==> config.mk <==
export PLATFORM = sky130hd
export DESIGN_NAME = toggle_event_decoder
export DESIGN_NICKNAME = d
export VERILOG_FILES = /design/src/rtl/toggle_event_decoder_pkg.sv /design/src/rtl/toggle_edge_sync.sv /design/src/rtl/toggle_event_decoder.sv
export SDC_FILE = /design/constraint.sdc
export NUM_CORES = 1
export LEC_CHECK = 0
export CAP_MARGIN = 20
export CORE_UTILIZATION = 40
export DETAILED_ROUTE_END_ITERATION = 8
export PLACE_DENSITY_LB_ADDON = 0.12
export SYNTH_ARGS = -nofsm -noshare
export SYNTH_HDL_FRONTEND = slang
export SYNTH_SLANG_ARGS = --single-unit
==> constraint.sdc <==
create_clock -name clk1 -period 2.3 [get_ports clk1]
set_input_delay 0.69 -clock clk1 [delete_from_list [all_inputs] [get_ports clk1]]
set_output_delay 0.69 -clock clk1 [all_outputs]
set_load 0.02 [all_outputs]
==> src/rtl/toggle_event_decoder_pkg.sv <==
//==============================================================================
// Module   : toggle_event_decoder_pkg
// Purpose  : Shared defaults and pending-counter update decode for the
//            toggle-line event decoder (also used by the TFF transmitter).
// Revision : 1.0 - initial release
//==============================================================================
`default_nettype none

package toggle_event_decoder_pkg;

    localparam int SYNC_STAGES_DEF = 2;
    localparam int CNT_W_DEF       = 4;
    localparam int TOT_W_DEF       = 16;

    typedef enum logic [1:0] {
        PEND_HOLD = 2'd0,
        PEND_INC  = 2'd1,
        PEND_DEC  = 2'd2,
        PEND_SAT  = 2'd3
    } pend_op_e;

    // Simultaneous arrival and consumption cancel out, so a full counter
    // never overflows while the consumer is draining it.
    function automatic pend_op_e pend_op(input logic inc, input logic dec,
                                         input logic at_max);
        if (inc && !dec) begin
            return at_max ? PEND_SAT : PEND_INC;
        end
        if (!inc && dec) begin
            return PEND_DEC;
        end
        return PEND_HOLD;
    endfunction

endpackage

`default_nettype wire

==> src/rtl/toggle_edge_sync.sv <==
//==============================================================================
// Module   : toggle_edge_sync
// Purpose  : Synchronizes the toggle line and flags every level transition.
// Revision : 1.0 - initial release
//==============================================================================
`default_nettype none

module toggle_edge_sync #(
    parameter int SYNC_STAGES = 2
) (
    input  logic clk1,
    input  logic s_reset,
    input  logic tog_in,
    output logic edge_out
);

    logic w_level;
    logic r_prev;

    generate
        if (SYNC_STAGES == 0) begin : g_no_sync
            // Same-clock sender: the line is already synchronous.
            assign w_level = tog_in;
        end else begin : g_sync
            logic [SYNC_STAGES-1:0] r_chain;

            always_ff @(posedge clk1) begin
                if (s_reset) begin
                    r_chain <= '0;
                end else begin
                    r_chain[0] <= tog_in;
                    for (int i = 1; i < SYNC_STAGES; i++) begin
                        r_chain[i] <= r_chain[i-1];
                    end
                end
            end

            assign w_level = r_chain[SYNC_STAGES-1];
        end
    endgenerate

    always_ff @(posedge clk1) begin
        if (s_reset) begin
            r_prev <= 1'b0;
        end else begin
            r_prev <= w_level;
        end
    end

    assign edge_out = w_level ^ r_prev;

endmodule

`default_nettype wire

==> src/rtl/toggle_event_decoder.sv <==
//==============================================================================
// Module   : toggle_event_decoder
// Purpose  : Recovers events from a toggle line, buffers them in a saturating
//            counter and offers them to a consumer over valid/ready.
// Revision : 1.0 - initial release
//==============================================================================
`default_nettype none

module toggle_event_decoder
    import toggle_event_decoder_pkg::*;
#(
    parameter int SYNC_STAGES = SYNC_STAGES_DEF,
    parameter int CNT_W       = CNT_W_DEF,
    parameter int TOT_W       = TOT_W_DEF
) (
    input  logic             clk1,
    input  logic             s_reset,
    input  logic             tog_in,
    input  logic             evt_ready,
    input  logic             clr_ovf,
    output logic             evt_pulse,
    output logic             evt_valid,
    output logic [CNT_W-1:0] pending,
    output logic             overflow,
    output logic [TOT_W-1:0] total_count
);

    localparam logic [CNT_W-1:0] c_pend_max = '1;

    logic             w_edge;
    logic             w_dec;
    pend_op_e         w_op;

    logic             r_pulse;
    logic [CNT_W-1:0] r_pend;
    logic             r_ovf;
    logic [TOT_W-1:0] r_total;

    toggle_edge_sync #(
        .SYNC_STAGES (SYNC_STAGES)
    ) u_edge_sync (
        .clk1     (clk1),
        .s_reset  (s_reset),
        .tog_in   (tog_in),
        .edge_out (w_edge)
    );

    // evt_valid already gates the handshake, so ready on an empty counter
    // can never underflow it.
    assign w_dec = evt_valid && evt_ready;
    assign w_op  = pend_op(w_edge, w_dec, (r_pend == c_pend_max));

    always_ff @(posedge clk1) begin
        if (s_reset) begin
            r_pulse <= 1'b0;
            r_pend  <= '0;
            r_ovf   <= 1'b0;
            r_total <= '0;
        end else begin
            r_pulse <= w_edge;
            r_total <= r_total + TOT_W'(w_edge);

            case (w_op)
                PEND_INC: r_pend <= r_pend + CNT_W'(1);
                PEND_DEC: r_pend <= r_pend - CNT_W'(1);
                default:  r_pend <= r_pend;
            endcase

            // A drop in the same cycle as a clear must stay visible.
            if (w_op == PEND_SAT) begin
                r_ovf <= 1'b1;
            end else if (clr_ovf) begin
                r_ovf <= 1'b0;
            end
        end
    end

    assign evt_pulse   = r_pulse;
    assign evt_valid   = (r_pend != '0);
    assign pending     = r_pend;
    assign overflow    = r_ovf;
    assign total_count = r_total;

endmodule

`default_nettype wire

Yosys cells after proc, flatten, opt, wreduce, memory -nomap -nowiden
Cells that the tools add are included.
Widths: inputs -> output; s select.
Storage, ports and cells
  register bits after elaboration: 25
  input port bits: 5
  output and inout bits: 23
Cells by class
  add/subtract/negate cells: 3
  eq/ne operators: 4
  multiplexer cells: 11
  bitwise logic cells: 1
  reduce and logical (&&, ||, !) cells: 8
Operators with widths (number)
  $add 16x1->16: 1
  $mux 2: 5
  $pmux 4 s2: 1
  $mux 1: 5
  $add 4x1->4 const B: 1
  $eq 2x2->1 const B: 2
  $eq 4x4->1 const B: 1
  $reduce_bool 2->1: 2
  $reduce_bool 4->1: 1
  $sub 4x1->4 const B: 1
  $logic_and 1x1->1: 3
  $eq 2x1->1 const B: 1
  $logic_not 1->1: 2
  $xor 1x1->1: 1

Logic depth before layout (Yosys ltp)
  word-level depth: 10
  mapped depth: 8
  depth with buffers taken out: 8

Hierarchy
Synthesis repeated with hierarchy kept, for this count alone.
Unflattened totals
  cells, all modules: 129
  area total of the unflattened synthesis: 1196.1 um^2
Modules (own cells, without submodules)
  toggle_event_decoder: instances 1, cells each 122, area each 1108.6 um^2, seq. area each 440.4 um^2
  toggle_edge_sync: instances 1, cells each 7, area each 87.6 um^2, seq. area each 60.1 um^2

Least setup slack after synthesis
No wires, ideal clock.
  path kind: flip-flop to flip-flop
  start point: reg r_pend[0], in the netlist pending[0]
  end point: reg r_pend[3], in the netlist pending[3]
  library setup time: 59 ps
  data arrival time: 2136 ps
  required time: 2241 ps
  path slack: 105 ps
  cell stages (with the launch flop): 9
  buffers on the path: 0
  cell sequence: dfxtp_1 o41ai_4 or2_2 inv_1 ha_1 nand3_1 a211o_1 a311oi_1 a41o_1
Between the ends
  word-level cells in the longest chain between the ends: 9
  elaborated cells between the ends (all ways): 20
Ends and longest elaborated chain
  from (decl): line toggle_event_decoder.sv:35  | logic [CNT_W-1:0] r_pend;
  from (signal assigned): line toggle_event_decoder.sv:64  | PEND_INC: r_pend <= r_pend + CNT_W'(1);
  from (signal assigned): line toggle_event_decoder.sv:65  | PEND_DEC: r_pend <= r_pend - CNT_W'(1);
  from (signal assigned): line toggle_event_decoder.sv:66  | default: r_pend <= r_pend;
  $reduce_bool 4->1: line toggle_event_decoder.sv:79  | assign evt_valid = (r_pend != '0);
  $logic_and 1x1->1: line toggle_event_decoder.sv:50  | assign w_dec = evt_valid && evt_ready;
  $logic_and 1x1->1: line toggle_event_decoder_pkg.sv:29  | if (!inc && dec) begin
  $mux 1 (2 in a row): line toggle_event_decoder_pkg.sv:29
  $mux 2: line toggle_event_decoder_pkg.sv:32  | return PEND_HOLD;
  $mux 2: line toggle_event_decoder_pkg.sv:29
  $eq 2x2->1 / $eq 2x1->1 (equally long branches): line toggle_event_decoder.sv:63  | case (w_op)
  $pmux 4 s2 / $reduce_bool 2->1 (equally long branches)
Several ways; a longest one is shown, not always the timed one. The select of a mux whose other input is x is not followed.
A chain may end at the register's enable or synchronous reset.

Worst setup path after layout
  start point: reg r_pend[0], in the netlist pending[0]
  end point: out evt_valid
Between the ends
  word-level cells in the longest chain between the ends: 1
Ends and longest elaborated chain
  $reduce_bool 4->1: line toggle_event_decoder.sv:79
  to (decl): line toggle_event_decoder.sv:22  | output logic evt_valid,
No other way between the ends.

==> results.md <==
- Hold violation count in the final report: 0
- DR iter-0 viols: 16
- Capturing point of the worst reg2reg path: pending[3]
- Worst Hold Launch: u_edge_sync.g_sync.r_chain[0]
- Total of max-cap violations: 0
- Outcome: finished, final reports clean
- Register-to-register setup slack: 0.21 ns
- Core area: 0.00276 sq mm
- Clock Sinks: 25
- Origin of the critical flop-to-flop path: pending[0]
- Maximum number of pins on one net before global-route repair: 18
- Global routing usage on met2: 0.247
- Critical Path Sink Type: output port
- Final worst-path setup slack: 0.0812 ns
- Cell count of the worst reg-to-reg path: 8
- Comb pwr share: 0.407
- Final critical path time including I/O delays and setup: 2.22 ns
- Skew final: 0.00528 ns
- Cell area power density: 794 mW/mm^2
- Timing-limited maximum frequency: 451 MHz
- Maximum root-to-sink buffer count: 2
- Top-level I/O count: 28
- Nets: 168
- First-pass GRT wire length: 3720 um
- Endpoint, Worst Hold: u_edge_sync.g_sync.r_chain[1]
- Static Leakage: 0.553 nW
- Final wirelength: 2180 um
- Overall Power: 1.23 mW
- Peak ir drop on the vdd network: 0.692 mV
- Slew at the pin with the worst max-slew slack: 0.419 ns
- Worst EP arrival: 1.53 ns
- Sequential Power Share: 0.438
- Pins over their slew limit: 0
- CP Launch Type: flip-flop
- GR peak layer: met2
- Rows: 19
- Average vias per placed instance: 5.19
- Worst min-delay path class: flip-flop to flip-flop
- Y dimension of the die: 56.2 um
- Post-synth design cell area: 0.00117 sq mm
- Clock latency at the later pin of the worst-skew pair: 0.31 ns
- Maximum net fanout on the critical path: 7
- HPWL Detailed: 1570 um
- Post-synthesis async set-or-reset flop share: 0
- Layout fillers: 261
- DR DRC count: 0
- Area taken by multi-input logic gates: 633 sq um
- Data required, critical path: 1.61 ns
- Fraction of met3 tracks used by global routing: 0.0233
- Number of levels in the clock H-tree: 1
- Register cell area after layout: 504 sq um
- Mean routed wirelength per cell: 11.6 um
- RSZ-0062 raised after global routing: no
- Number of storage elements in the synthesis netlist: 25
- Diodes inserted: 0
- First-pass iteration count of the detailed router: 4
- Clock network fraction of total power: 0.154
- Setup Slack @ Placement: -0.426 ns
- Most used flip-flop cell after synthesis: dfxtp_1
- Switching component of the power: 0.430 mW
- Number of nets in the synthesized netlist: 136
- Global-route usage over all layers: 0.145
- Switching power share of the total: 0.349
- Avg Inst Size Synth: 9.39 sq um
- Period utilization: 0.965
- Sequential element share of the synthesized area: 0.426
- Min-Delay Path Depth: 1
- CTS tree: done
- Setup violations, final: 0
- Die area: 0.00315 sq mm
- Cell variety after synth: 35
- Effective utilization at floorplan: 0.426
- Worst slew margin relative to its limit: 0.720
- Die extent in x: 56.2 um
- Clock input transition at the sequential cells of the worst setup and hold paths: 0.14 ns
- Fraction of layout instances using a drive strength above 1: 0.147
- Global Route met1 Usage: 0.190
- Area added between synthesis and finish: 32.3%
- Total number of vias: 970
- Number of input and output port buffers inserted: 27
- Classification of the worst setup path: flip-flop to output port
- Int Power: 0.803 mW
- Buffer type at the clock tree root: clkbuf_4
- Number of warnings reported in the yosys synthesis log: 0
- Number of standard cells after synthesis: 125
- Antenna viol nets, final: 0
- Count of flip-flops with a built-in enable after synthesis: 0
- Initial antenna violation count: 0
- Vias in the first global route: 832
- Final GP Congestion: 0.758
- GRT overflow: 0
- Number of buffers created by CTS: 3
-- synth_stat cells (2+ instances only) --
cell       n  area [sq um]
a21oi_1    6          30.0
clkbuf_1   4          15.0
dfxtp_1   25           500
ha_1       5          62.6
inv_1      8          30.0
nand2_1    4          15.0
nand3_1    3          15.0
nand3_2    3          30.0
nand4_1    3          18.8
nor2_1    15          56.3
nor2b_1    6          37.5
nor3_1     2          10.0
nor4_1     3          18.8
o21ai_0    4          20.0
or3_1      3          18.8
xnor2_1   10          87.6
xor2_1     3          26.3
-- layout make-up --
type	instances	share of cell area
multi-input cells	87	0.408
flip-flops and latches	25	0.325
repair buffers	32	0.205
well taps	31	0.0250
inverters	8	0.0193
clock buffers	3	0.0145
clock inverters	1	0.00322
-- routing by layer --
metal | vias up | routed length [um] | share of wire
met5 | - | 0 | 0
met4 | 0 | 19 | 0.0087
met3 | 2 | 66 | 0.030
met2 | 16 | 1060 | 0.49
met1 | 454 | 1030 | 0.47
li1 | 498 | - | -
-- worst max path at each step --
stage / start / to / depth (start not counted) / slack, ns
after floorplan: pending[0] / pending[3] / 8 / 0.10
after global placement: evt_ready / pending[3] / 9 / -0.35
after detailed placement: evt_ready / pending[3] / 9 / -0.43
after CTS: pending[1] / evt_valid / 2 / 0.01
after global routing: pending[0] / evt_valid / 2 / 0.004
final: pending[0] / evt_valid / 2 / 0.08
-- worst max-delay path, stage by stage, from the launching register on --
cell and delay (ns):
dfxtp_2 0.39, or4_1 0.53, clkdlybuf4s15_1 0.30
-- repair_timing --
item / in CTS / in global routing
setup buffers: 0 / 0
gates cloned: 0 / 0
gates resized for setup: 6 / 3
hold buffers: 0 / 0
endpoints found under the setup margin: 2 / 1
pin swaps: 2 / 0
-- cell families (layout without fill, tap and decap cells) --
family	count (synthesis)	in the layout	synth area share
AOI/OAI and AO/OA	17	17	0.110
xor gates and xnor gates	13	13	0.0970
adders and majority gates	6	6	0.0704
buffers and inverters	13	44	0.0480
DFF	25	25	0.426
muxes	1	1	0.00853
and+or+nand+nor	50	50	0.240
-- cells in the final DEF, fill, tap and decap left out, drive strengths merged --
| master | Yosys | final |
|---|---|---|
| o21ai | 4 | 4 |
| nand2 | 5 | 5 |
| xor2 | 3 | 3 |
| nor2 | 15 | 15 |
| nor4b | 1 | 1 |
| nor4 | 3 | 3 |
| or3 | 4 | 4 |
| clkinv | 0 | 1 |
| mux2i | 1 | 1 |
| nor2b | 6 | 6 |
| a211o | 1 | 1 |
| ha | 5 | 5 |
| o211ai | 1 | 1 |
| o41ai | 2 | 2 |
| dfxtp | 25 | 25 |
| nand4 | 3 | 3 |
| clkbuf | 4 | 3 |
| fa | 1 | 1 |
| a311oi | 1 | 1 |
| a21oi | 6 | 6 |
| clkdlybuf4s15 | 0 | 1 |
| or4 | 1 | 1 |
| dlygate4sd2 | 0 | 1 |
| xnor2 | 10 | 10 |
| a211oi | 1 | 1 |
| and3 | 1 | 1 |
| or3b | 1 | 1 |
| nand3 | 6 | 6 |
| buf | 1 | 5 |
| clkdlybuf4s50 | 0 | 25 |
| nor3 | 3 | 3 |
| or2 | 1 | 1 |
| a41o | 1 | 1 |
| inv | 8 | 8 |
-- power groups by stage --
stage	Clock (mW)	Sequential (mW)	Combinational, mW
finish	0.190	0.541	0.502
global route	0.224	0.549	0.555
CTS	0.203	0.537	0.501
detailed placement	0	0.541	0.488
global placement	0	0.541	0.477
floorplan	0	0.566	0.261
-- metrics by stage --
stage | instance area [sq um] | cells | TNS (ns) | hold slack, ns | utilization
final | 1550 | 187 | 0 | 0.462 | 0.563
after CTS | 1550 | 187 | 0 | 0.465 | 0.562
after floorplan | 1170 | 125 | 0 | 0.414 | -
after detailed placement | 1510 | 183 | -1.06 | 0.440 | 0.546
after global placement | 1510 | 183 | -0.918 | 0.435 | 0.546
after global routing | 1550 | 187 | 0 | 0.481 | 0.563
-- registers in the layout, indices dropped and copies added (netlist names) --
name                        cells
u_edge_sync.r_prev              1
evt_pulse                       1
u_edge_sync.g_sync.r_chain      2
total_count                    16
pending                         4
overflow                        1
No activity file was read; power rests on OpenSTA's default activity.
